**src/rtl/mmio_pkg.sv**
```systemverilog
// mmio_pkg: shared definitions for the MMIO bus router and its address decoder.
//   - state_e: router transaction state machine encoding
//   - default CPU memory map (SDRAM, flash, VRAM32, VRAM8) as flattened
//     base/limit vectors, region i at slice i
//   - clog2: ceiling log2 usable in parameter expressions
package mmio_pkg;

  typedef enum logic [2:0] {
    IDLE,
    ISSUE,
    WAIT,
    ERR,
    DONE
  } state_e;

  localparam int unsigned MAP_ADDR_W = 27;

  localparam logic [MAP_ADDR_W-1:0] SDRAM_BASE   = 27'h000000;
  localparam logic [MAP_ADDR_W-1:0] SDRAM_LIMIT  = 27'h800000;
  localparam logic [MAP_ADDR_W-1:0] FLASH_BASE   = 27'h800000;
  localparam logic [MAP_ADDR_W-1:0] FLASH_LIMIT  = 27'hC00000;
  localparam logic [MAP_ADDR_W-1:0] VRAM32_BASE  = 27'hC00000;
  localparam logic [MAP_ADDR_W-1:0] VRAM32_LIMIT = 27'hC00420;
  localparam logic [MAP_ADDR_W-1:0] VRAM8_BASE   = 27'hC00420;
  localparam logic [MAP_ADDR_W-1:0] VRAM8_LIMIT  = 27'hC02422;

  // Slave 0 = SDRAM, 1 = flash, 2 = VRAM32, 3 = VRAM8.
  localparam logic [4*MAP_ADDR_W-1:0] DEFAULT_REGION_BASE =
    {VRAM8_BASE, VRAM32_BASE, FLASH_BASE, SDRAM_BASE};
  localparam logic [4*MAP_ADDR_W-1:0] DEFAULT_REGION_LIMIT =
    {VRAM8_LIMIT, VRAM32_LIMIT, FLASH_LIMIT, SDRAM_LIMIT};

  function automatic int unsigned clog2(input int unsigned value);
    int unsigned result;
    result = 0;
    while ((64'd1 << result) < 64'(value)) begin
      result = result + 1;
    end
    return result;
  endfunction

endpackage

```
**src/rtl/mmio_region_decode.sv**
```systemverilog
// mmio_region_decode: combinational priority address decoder.
//   Region i covers REGION_BASE[i] <= addr_i < REGION_LIMIT[i]; the lowest
//   hitting index wins, and a region with base == limit never hits.
// Ports:
//   addr_i   in   ADDR_W  address to decode
//   hit_o    out  1       some region contains addr_i
//   idx_o    out  IDX_W   index of the winning region (0 when no hit)
//   offset_o out  ADDR_W  addr_i minus the winning region's base (0 when no hit)
module mmio_region_decode
  import mmio_pkg::*;
#(
  parameter int unsigned NUM_REGIONS = 4,
  parameter int unsigned ADDR_W      = 27,
  parameter int unsigned IDX_W       = (NUM_REGIONS > 1) ? clog2(NUM_REGIONS) : 1,
  parameter logic [NUM_REGIONS*ADDR_W-1:0] REGION_BASE  = '0,
  parameter logic [NUM_REGIONS*ADDR_W-1:0] REGION_LIMIT = '0
) (
  input  logic [ADDR_W-1:0] addr_i,
  output logic              hit_o,
  output logic [IDX_W-1:0]  idx_o,
  output logic [ADDR_W-1:0] offset_o
);

  logic [ADDR_W-1:0]      base  [NUM_REGIONS];
  logic [ADDR_W-1:0]      limit [NUM_REGIONS];
  logic [NUM_REGIONS-1:0] in_region;

  for (genvar g = 0; g < NUM_REGIONS; g++) begin : g_region
    assign base[g]      = REGION_BASE[g*ADDR_W +: ADDR_W];
    assign limit[g]     = REGION_LIMIT[g*ADDR_W +: ADDR_W];
    assign in_region[g] = (addr_i >= base[g]) && (addr_i < limit[g]);
  end

  // Ascending scan that keeps only the first hit gives lowest-index priority.
  always_comb begin
    hit_o    = 1'b0;
    idx_o    = '0;
    offset_o = '0;
    for (int unsigned j = 0; j < NUM_REGIONS; j++) begin
      if (in_region[j] && !hit_o) begin
        hit_o    = 1'b1;
        idx_o    = IDX_W'(j);
        offset_o = addr_i - base[j];
      end
    end
  end

endmodule

```
**src/rtl/mmio_bus_router.sv**
```systemverilog
// mmio_bus_router: routes one CPU request to one of NUM_SLAVES address
// regions, waits for that slave's done handshake (with optional timeout),
// and returns registered read data plus an error flag.
// Ports:
//   clk      in   1                  system clock, rising edge
//   reset    in   1                  asynchronous active-low reset
//   address  in   ADDR_W             CPU address
//   data     in   DATA_W             CPU write data
//   we       in   1                  CPU write enable
//   start    in   1                  CPU request, held until busy is seen low
//   busy     out  1                  transaction in progress
//   q        out  DATA_W             registered read data
//   err      out  1                  last transaction unmapped or timed out
//   s_sel    out  NUM_SLAVES         one-hot slave select for the transaction
//   s_addr   out  ADDR_W             address relative to the region base
//   s_d      out  DATA_W             latched write data
//   s_we     out  1                  latched write enable
//   s_start  out  1                  single-cycle start pulse to the slave
//   s_done   in   NUM_SLAVES         per-slave completion
//   s_q      in   NUM_SLAVES*DATA_W  per-slave read data, slave i at slice i
module mmio_bus_router
  import mmio_pkg::*;
#(
  parameter int unsigned NUM_SLAVES = 4,
  parameter int unsigned ADDR_W     = 27,
  parameter int unsigned DATA_W     = 32,
  parameter logic [NUM_SLAVES*ADDR_W-1:0] REGION_BASE  = '0,
  parameter logic [NUM_SLAVES*ADDR_W-1:0] REGION_LIMIT = '0,
  parameter int unsigned TIMEOUT    = 1023
) (
  input  logic                         clk,
  input  logic                         reset,
  input  logic [ADDR_W-1:0]            address,
  input  logic [DATA_W-1:0]            data,
  input  logic                         we,
  input  logic                         start,
  output logic                         busy,
  output logic [DATA_W-1:0]            q,
  output logic                         err,
  output logic [NUM_SLAVES-1:0]        s_sel,
  output logic [ADDR_W-1:0]            s_addr,
  output logic [DATA_W-1:0]            s_d,
  output logic                         s_we,
  output logic                         s_start,
  input  logic [NUM_SLAVES-1:0]        s_done,
  input  logic [NUM_SLAVES*DATA_W-1:0] s_q
);

  localparam int unsigned IDX_W = (NUM_SLAVES > 1) ? clog2(NUM_SLAVES) : 1;
  // Abort fires on equality, so the counter never needs to hold TIMEOUT+1.
  localparam int unsigned CNT_W = (TIMEOUT > 0) ? clog2(TIMEOUT + 1) : 1;

  state_e              state_q, state_d;
  logic                busy_q;
  logic                err_q;
  logic [DATA_W-1:0]   q_q;
  logic [NUM_SLAVES-1:0] s_sel_q;
  logic [ADDR_W-1:0]   s_addr_q;
  logic [DATA_W-1:0]   s_d_q;
  logic                s_we_q;
  logic [IDX_W-1:0]    sel_idx_q;
  logic [CNT_W-1:0]    cnt_q;

  logic                dec_hit;
  logic [IDX_W-1:0]    dec_idx;
  logic [ADDR_W-1:0]   dec_offset;
  logic [DATA_W-1:0]   slave_q [NUM_SLAVES];
  logic                sel_done;
  logic                timeout_hit;

  mmio_region_decode #(
    .NUM_REGIONS  (NUM_SLAVES),
    .ADDR_W       (ADDR_W),
    .IDX_W        (IDX_W),
    .REGION_BASE  (REGION_BASE),
    .REGION_LIMIT (REGION_LIMIT)
  ) u_decode (
    .addr_i   (address),
    .hit_o    (dec_hit),
    .idx_o    (dec_idx),
    .offset_o (dec_offset)
  );

  for (genvar g = 0; g < NUM_SLAVES; g++) begin : g_slave_q
    assign slave_q[g] = s_q[g*DATA_W +: DATA_W];
  end

  // Only the latched slave's done is observed; others are ignored.
  assign sel_done    = s_done[sel_idx_q];
  assign timeout_hit = (TIMEOUT != 0) && (cnt_q == CNT_W'(TIMEOUT));

  // State register
  always_ff @(posedge clk or negedge reset) begin
    if (!reset) begin
      state_q <= IDLE;
    end else begin
      state_q <= state_d;
    end
  end

  // Next-state logic
  always_comb begin
    state_d = state_q;
    case (state_q)
      IDLE:    if (start) state_d = dec_hit ? ISSUE : ERR;
      ISSUE:   state_d = WAIT;
      WAIT:    if (sel_done || timeout_hit) state_d = DONE;
      ERR:     state_d = DONE;
      DONE:    if (!start) state_d = IDLE;
      default: state_d = IDLE;
    endcase
  end

  // Output logic
  always_comb begin
    s_start = (state_q == ISSUE);
  end

  // Transaction datapath registers
  always_ff @(posedge clk or negedge reset) begin
    if (!reset) begin
      busy_q    <= 1'b0;
      err_q     <= 1'b0;
      q_q       <= '0;
      s_sel_q   <= '0;
      s_addr_q  <= '0;
      s_d_q     <= '0;
      s_we_q    <= 1'b0;
      sel_idx_q <= '0;
      cnt_q     <= '0;
    end else begin
      case (state_q)
        IDLE: begin
          if (start) begin
            busy_q <= 1'b1;
            err_q  <= 1'b0;
            if (dec_hit) begin
              s_sel_q   <= NUM_SLAVES'(1) << dec_idx;
              s_addr_q  <= dec_offset;
              s_d_q     <= data;
              s_we_q    <= we;
              sel_idx_q <= dec_idx;
            end else begin
              q_q <= '0;
            end
          end
        end
        ISSUE: cnt_q <= '0;
        WAIT: begin
          if (sel_done) begin
            q_q <= slave_q[sel_idx_q];
          end else if (timeout_hit) begin
            q_q   <= '0;
            err_q <= 1'b1;
          end else begin
            cnt_q <= cnt_q + CNT_W'(1);
          end
        end
        ERR: err_q <= 1'b1;
        DONE: begin
          busy_q  <= 1'b0;
          s_sel_q <= '0;
        end
        default: ;
      endcase
    end
  end

  assign busy   = busy_q;
  assign err    = err_q;
  assign q      = q_q;
  assign s_sel  = s_sel_q;
  assign s_addr = s_addr_q;
  assign s_d    = s_d_q;
  assign s_we   = s_we_q;

endmodule
```
**config.mk**
```make
export PLATFORM = sky130hd
export DESIGN_NAME = mmio_bus_router
export DESIGN_NICKNAME = d
export VERILOG_FILES = /design/src/rtl/mmio_pkg.sv /design/src/rtl/mmio_region_decode.sv /design/src/rtl/mmio_bus_router.sv
export SDC_FILE = /design/constraint.sdc
export NUM_CORES = 1
export LEC_CHECK = 0
export ABC_AREA = 1
export BUFFER_PORTS_ARGS = -buffer_cell sky130_fd_sc_hd__buf_4
export CAP_MARGIN = 5
export CORE_MARGIN = 2
export CORE_UTILIZATION = 48
export DETAILED_ROUTE_END_ITERATION = 8
export PLACE_DENSITY_LB_ADDON = 0.12
export SLEW_MARGIN = 20
export SYNTH_ARGS = -nofsm -noshare
export SYNTH_HDL_FRONTEND = slang
export SYNTH_HIERARCHICAL = 1
export SYNTH_SLANG_ARGS = --single-unit
```
**constraint.sdc**
```tcl
create_clock -name clk -period 1.81 [get_ports clk]
set_input_delay 0 -clock clk [delete_from_list [all_inputs] [get_ports clk]]
set_output_delay 0 -clock clk [all_outputs]
set_load 0.01 [all_outputs]
```
Yosys cells after proc, flatten, opt, wreduce, memory -nomap -nowiden
Index checks and enable logic that the tools add are counted.
{"block": "totals", "output_inout_bits": 99, "regBits": 113, "elab_cells": 89, "in_bits": 195}
{"block": "classes", "n_reduce_logical": 20, "magnitude_cmp": 4, "shifts": 1, "add_sub_neg": 1, "n_eq_ne": 14, "mux": 38, "bitwise": 1}
{"op": "32-bit 2-to-1 mux", "n": 6}
{"op": "27-bit 2-to-1 mux", "n": 4}
{"op": "32-bit binary-select mux with 2-bit select", "n": 1}
{"op": "32-bit one-hot mux with 2 select lines", "n": 1}
{"op": "27-bit by 1-bit >= comparator with 1-bit output, second input constant", "n": 1}
{"op": "27-bit by 1-bit less-than comparator with 1-bit output, second input constant", "n": 1}
{"op": "10-bit 2-to-1 mux", "n": 2}
{"op": "10-bit one-hot mux with 2 select lines", "n": 1}
{"op": "2-bit inequality test, second input constant", "n": 8}
{"op": "3-bit one-hot mux with 5 select lines", "n": 1}
{"op": "3-bit AND reduction", "n": 4}
{"op": "10-bit by 1-bit adder with 10-bit output, second input constant", "n": 1}
{"op": "10-bit == test, second input constant", "n": 1}
{"op": "1-bit 2-to-1 mux", "n": 10}
{"op": "3-bit 2-to-1 mux", "n": 3}
{"op": "4-bit 2-to-1 mux", "n": 2}
{"op": "4-bit one-hot mux with 2 select lines", "n": 1}
{"op": "4-bit AND reduction", "n": 2}
{"op": "3-bit by 2-bit == test with 1-bit output, second input constant", "n": 2}
{"op": "2-bit 2-to-1 mux", "n": 3}
{"op": "2-bit nonzero test", "n": 3}
{"op": "1-bit logical AND", "n": 4}
{"op": "1-bit by 2-bit left shift with 4-bit output, first input constant", "n": 1}
{"op": "3-bit by 1-bit == test with 1-bit output, second input constant", "n": 1}
{"op": "other kinds (13)", "n": 15}

Logic depth before layout (Yosys ltp)
{"block": "depth", "word_depth": 16, "ltp_mapped": 9, "ltp_nobuf": 8}

Cells and area by module
The synthesis kept the hierarchy.
{"module": "mmio_bus_router", "n_inst": 1, "cells_each": 742, "area_each_um2": 5831.8}
{"module": "mmio_region_decode", "n_inst": 1, "cells_each": 31, "area_each_um2": 229.0}

Least setup slack after synthesis
No wires, ideal clock.
{"block": "synth_timing", "path_kind": "register to register", "startpoint": "register cnt_q[0]", "endpoint": "register q_q[10] (netlist: q[10])", "path_stages_with_launch": 10, "arrival_time_ps": 1306, "path_slack_ps": 387, "setup_ps": 117, "n_path_buf": 1, "cell_sequence": "dfrtp_1 ha_1 nand2_1 nor2_1 nand3_2 nand2_2 nand2_4 buf_6 nand3_2 nand2_1"}
{"block": "synth_between", "elab_chain_len": 3}
{"element": "from (decl)", "line_no": "mmio_bus_router.sv:62", "source": "logic [CNT_W-1:0] cnt_q;"}
{"element": "from (signal assigned)", "line_no": "mmio_bus_router.sv:156", "source": "cnt_q <= cnt_q + CNT_W'(1);"}
{"element": "10-bit == test", "line_no": "mmio_bus_router.sv:90", "source": "assign timeout_hit = (TIMEOUT != 0) && (cnt_q == CNT_W'(TIMEOUT));"}
{"element": "3-bit inequality test (no line)"}
{"element": "4-bit AND reduction (no line)"}
{"element": "to (signal assigned)", "line_no": "mmio_bus_router.sv:151", "source": "q_q <= slave_q[sel_idx_q];"}
{"element": "to (decl)", "line_no": "mmio_bus_router.sv:56", "source": "logic [DATA_W-1:0] q_q;"}
Every way passes these cells.
A chain may end at the register's enable or synchronous reset.

Worst setup path in the final report
{"block": "layout_timing", "startpoint": "register cnt_q[1]", "endpoint": "register q_q[20] (netlist: q[20])"}
Same word-level chain as after synthesis.

==> flow_summary.toml <==
[power]
ir_drop_v = 0.000801
leakage_nw = 4.62
power_density_mw_per_mm2 = 1540

[setup_path]
crit_path_end_kind = "flip-flop"
critPathSlowestCell = "dfrtp_1"
worstPathArrival_ns = 1.86
r2r_setup_slack_ns = 0.24
slowest_delay_ns = 0.36
critPathTopFamily = "simple AND/OR/NAND/NOR gates"
r2r_cells = 8
crit_buf_inv = 0
path_cells = "ha_1, nand2_1, nor2_1, nand3_2, nand2_2, nand2_8, nand3_1, nand2_1"
crit_top_cell = "nand2_1"
reg2reg_from = "cnt_q[1]$_DFFE_PN0P_"
crit_path_start_kind = "flip-flop"
path_max_fanout = 32
worstSetupPathType = "flip-flop to flip-flop"
required_ns = 2.10
r2r_end = "q[20]$_DFFE_PN0P_"

[floorplanning]
fp.dieH_um = 116
ios = 294
die_x_um = 116
die_area_mm2 = 0.0135
start_util = 0.486
core_area_mm2 = 0.0125
row_count = 41

[detailed_routing]
via_count = 5899
drt_iter0_markers = 284
wl_per_cell_um = 13.9
viasPerCell = 4.79
first_pass_iters = 4
drc = 0
ant_nets = 0
drt-total-wl_um = 17100

[grt]
gr-total-overflow = 0
antenna_found_initial = 0
grt_max_degree = 125
grt_pass1_wl_um = 26400
first_global_vias = 5515
gr-usage-all-layers = 0.251

[place]
place.gp.congestion = 0.852
port_buffers = 266
dpl.hpwl_um = 12300
pre_cts_slack_ns = 0.142
place_area_mm2 = 0.00800

[cts]
clk_pin_slew_ns = 0.05
cts_buffers = 17
cts_max_level = 4
cts_root_buf = "clkbuf_16"
post_cts_buffers = 0
insertion_delay_ns = 0.40
cts.sinks = 113
clk_path_buf_depth = 2
cts_tree = "done"

[final_layout]
fillers = 1062
final_cell_area_mm2 = 0.00883
seqCellArea_mm2 = 0.00283
insertedDiodeCount = 0
final_nets = 1242
area_delta_synth_final_pct = 45.6
final_layout_size_suffix_gt1_frac = 0.324
multi_input_area_mm2 = 0.00251

[sta]
rsz0062_at_grt = "no"
worstMarginPinSlew_ns = 1.41
max_slew_margin = 0.0568
final-setup-viol-count = 0
slew_viol_final = 0
finalHoldViolations = 0
finalClockSkew_ns = 0.00513
worst_slack_ns = 0.238
timing.setup.tns_ns = 0
finalCritPeriodShare = 0.869
fmax_mhz = 636
period_minus_slack_ns = 1.57
hold_ws_ns = 0.00466

[run]
max_cap_viol_count = 0

[synthesis]
synth_cells = 773
synth-seq-cells = 113
ys_seq_area_frac = 0.467
avgSynthCellArea_um2 = 7.84
yosysWarnings = 6
synth_area_mm2 = 0.00606
synth_cell_types = 31

[min_path]
whs_path_depth = 5
hp-start = "s_q[10]"
hp-class = "primary input to flip-flop"
min_to = "q[10]$_DFFE_PN0P_"

[run_status]
outcome = "finished, final reports clean"
placed cells by master (no fill, tap or decap), types with 2 or more instances in the layout:
cell	synthesis	routed
nand4_1	3	3
dlygate4sd3_1	0	19
nand3_1	39	39
inv_1	82	82
bufinv_16	0	3
nor2_2	2	2
o22ai_1	32	32
inv_2	2	2
buf_4	31	277
buf_12	0	3
nand3_2	18	18
nor2_1	78	78
o21ai_1	2	2
clkbuf_16	0	17
xor2_1	3	3
clkinv_4	0	2
dfrtp_1	113	112
o21ai_0	125	125
nand2_1	177	177
nand2_2	4	4
conb_1	1	30
clkinvlp_4	0	6
a21oi_1	8	8
clkbuf_8	0	3
metal layers:
| metal | vias up | global-route usage | routed length [um] |
|---|---|---|---|
| met3 | 32 | 0.0820 | 1400 |
| li1 | 2980 | - | - |
| met2 | 204 | 0.438 | 8350 |
| met5 | - | 0 | 0 |
| met4 | 0 | 0.0825 | 394 |
| met1 | 2683 | 0.294 | 6940 |
worst min-delay path, delay by kind of cell:
family / cells / cell delay (ns)
and+or+nand+nor: 3 / 0.16
buffers and inverters: 1 / 0.08
AOI/OAI and AO/OA: 1 / 0.14
state kept, by name, summed over array words and instances (netlist names):
| register | count |
|---|---|
| cnt_q | 10 |
| s_d | 32 |
| s_we | 1 |
| err | 1 |
| sel_idx_q | 2 |
| s_sel | 4 |
| s_addr | 27 |
| busy | 1 |
| q | 32 |
| state_q | 3 |
through the flow:
| stage | util | power, W | instances |
|---|---|---|---|
| finish | 0.708 | 0.0136 | 1231 |
| global route | 0.708 | 0.0146 | 1231 |
| CTS | 0.707 | 0.0137 | 1231 |
| detailed placement | 0.642 | 0.0101 | 1180 |
| global placement | 0.642 | 0.0100 | 1180 |
| floorplan | - | 0.00763 | 802 |
cell usage after synthesis (all sizes together):
master | n | share of area
o21ai | 127 | 0.10
xor2 | 3 | 0.0043
o22ai | 32 | 0.033
clkbuf | 15 | 0.0093
nor3b | 1 | 0.0012
o211ai | 1 | 0.0012
nor2 | 81 | 0.052
inv | 85 | 0.053
nand4 | 4 | 0.0066
nand2 | 182 | 0.12
o31ai | 1 | 0.0012
a21oi | 8 | 0.0066
ha | 1 | 0.0021
xnor2 | 1 | 0.0014
dfrtp | 113 | 0.47
nand3b | 1 | 0.0012
conb | 1 | 0.00062
buf | 59 | 0.077
nand3 | 57 | 0.062
layout make-up:
| class | count | share of cell area |
|---|---|---|
| clock buffer | 20 | 0.0529 |
| clock inverter | 12 | 0.0179 |
| inverter | 85 | 0.0364 |
| multi-input combinational | 530 | 0.284 |
| sequential | 113 | 0.320 |
| tap | 172 | 0.0244 |
| timing repair buffer | 299 | 0.264 |
kinds of logic (layout without fill, tap and decap cells):
logic type | Yosys count | count (layout) | share of synthesized area
AND/OR/NAND/NOR | 326 | 326 | 0.239
XOR/XNOR | 4 | 4 | 0.00578
AO/OA/AOI/OAI | 169 | 169 | 0.147
buffers and inverters | 159 | 416 | 0.139
other | 1 | 30 | 0.000619
flip-flops | 113 | 113 | 0.467
adder cells (fa/ha/maj) | 1 | 1 | 0.00206
power breakdown:
group / switching (W) / internal (W)
registers: 0.000644 / 0.00355
logic: 0.00335 / 0.00264
clock network: 0.00117 / 0.00227
total: 0.00517 / 0.00847
how the worst max path moves through the flow:
| stage | startpoint | end | slack [ns] | cells after the start |
|---|---|---|---|---|
| 2_1_floorplan | cnt_q[0]$_DFFE_PN0P_ | q[10]$_DFFE_PN0P_ | 0.39 | 9 |
| 3_3_place_gp | cnt_q[1]$_DFFE_PN0P_ | q[4]$_DFFE_PN0P_ | 0.21 | 8 |
| 3_5_place_dp | cnt_q[1]$_DFFE_PN0P_ | q[20]$_DFFE_PN0P_ | 0.14 | 8 |
| 4_1_cts | cnt_q[1]$_DFFE_PN0P_ | q[20]$_DFFE_PN0P_ | 0.13 | 8 |
| 5_1_grt | cnt_q[1]$_DFFE_PN0P_ | q[20]$_DFFE_PN0P_ | 0.05 | 8 |
| 6_report | cnt_q[1]$_DFFE_PN0P_ | q[20]$_DFFE_PN0P_ | 0.24 | 8 |
repair_timing:
item                       in CTS  in global routing
gates resized for setup         0                  1
hold buffers                   19                  0
setup endpoints to repair       0                 11
hold endpoints to repair      132                  0
Power figures use the tool's default switching activity.
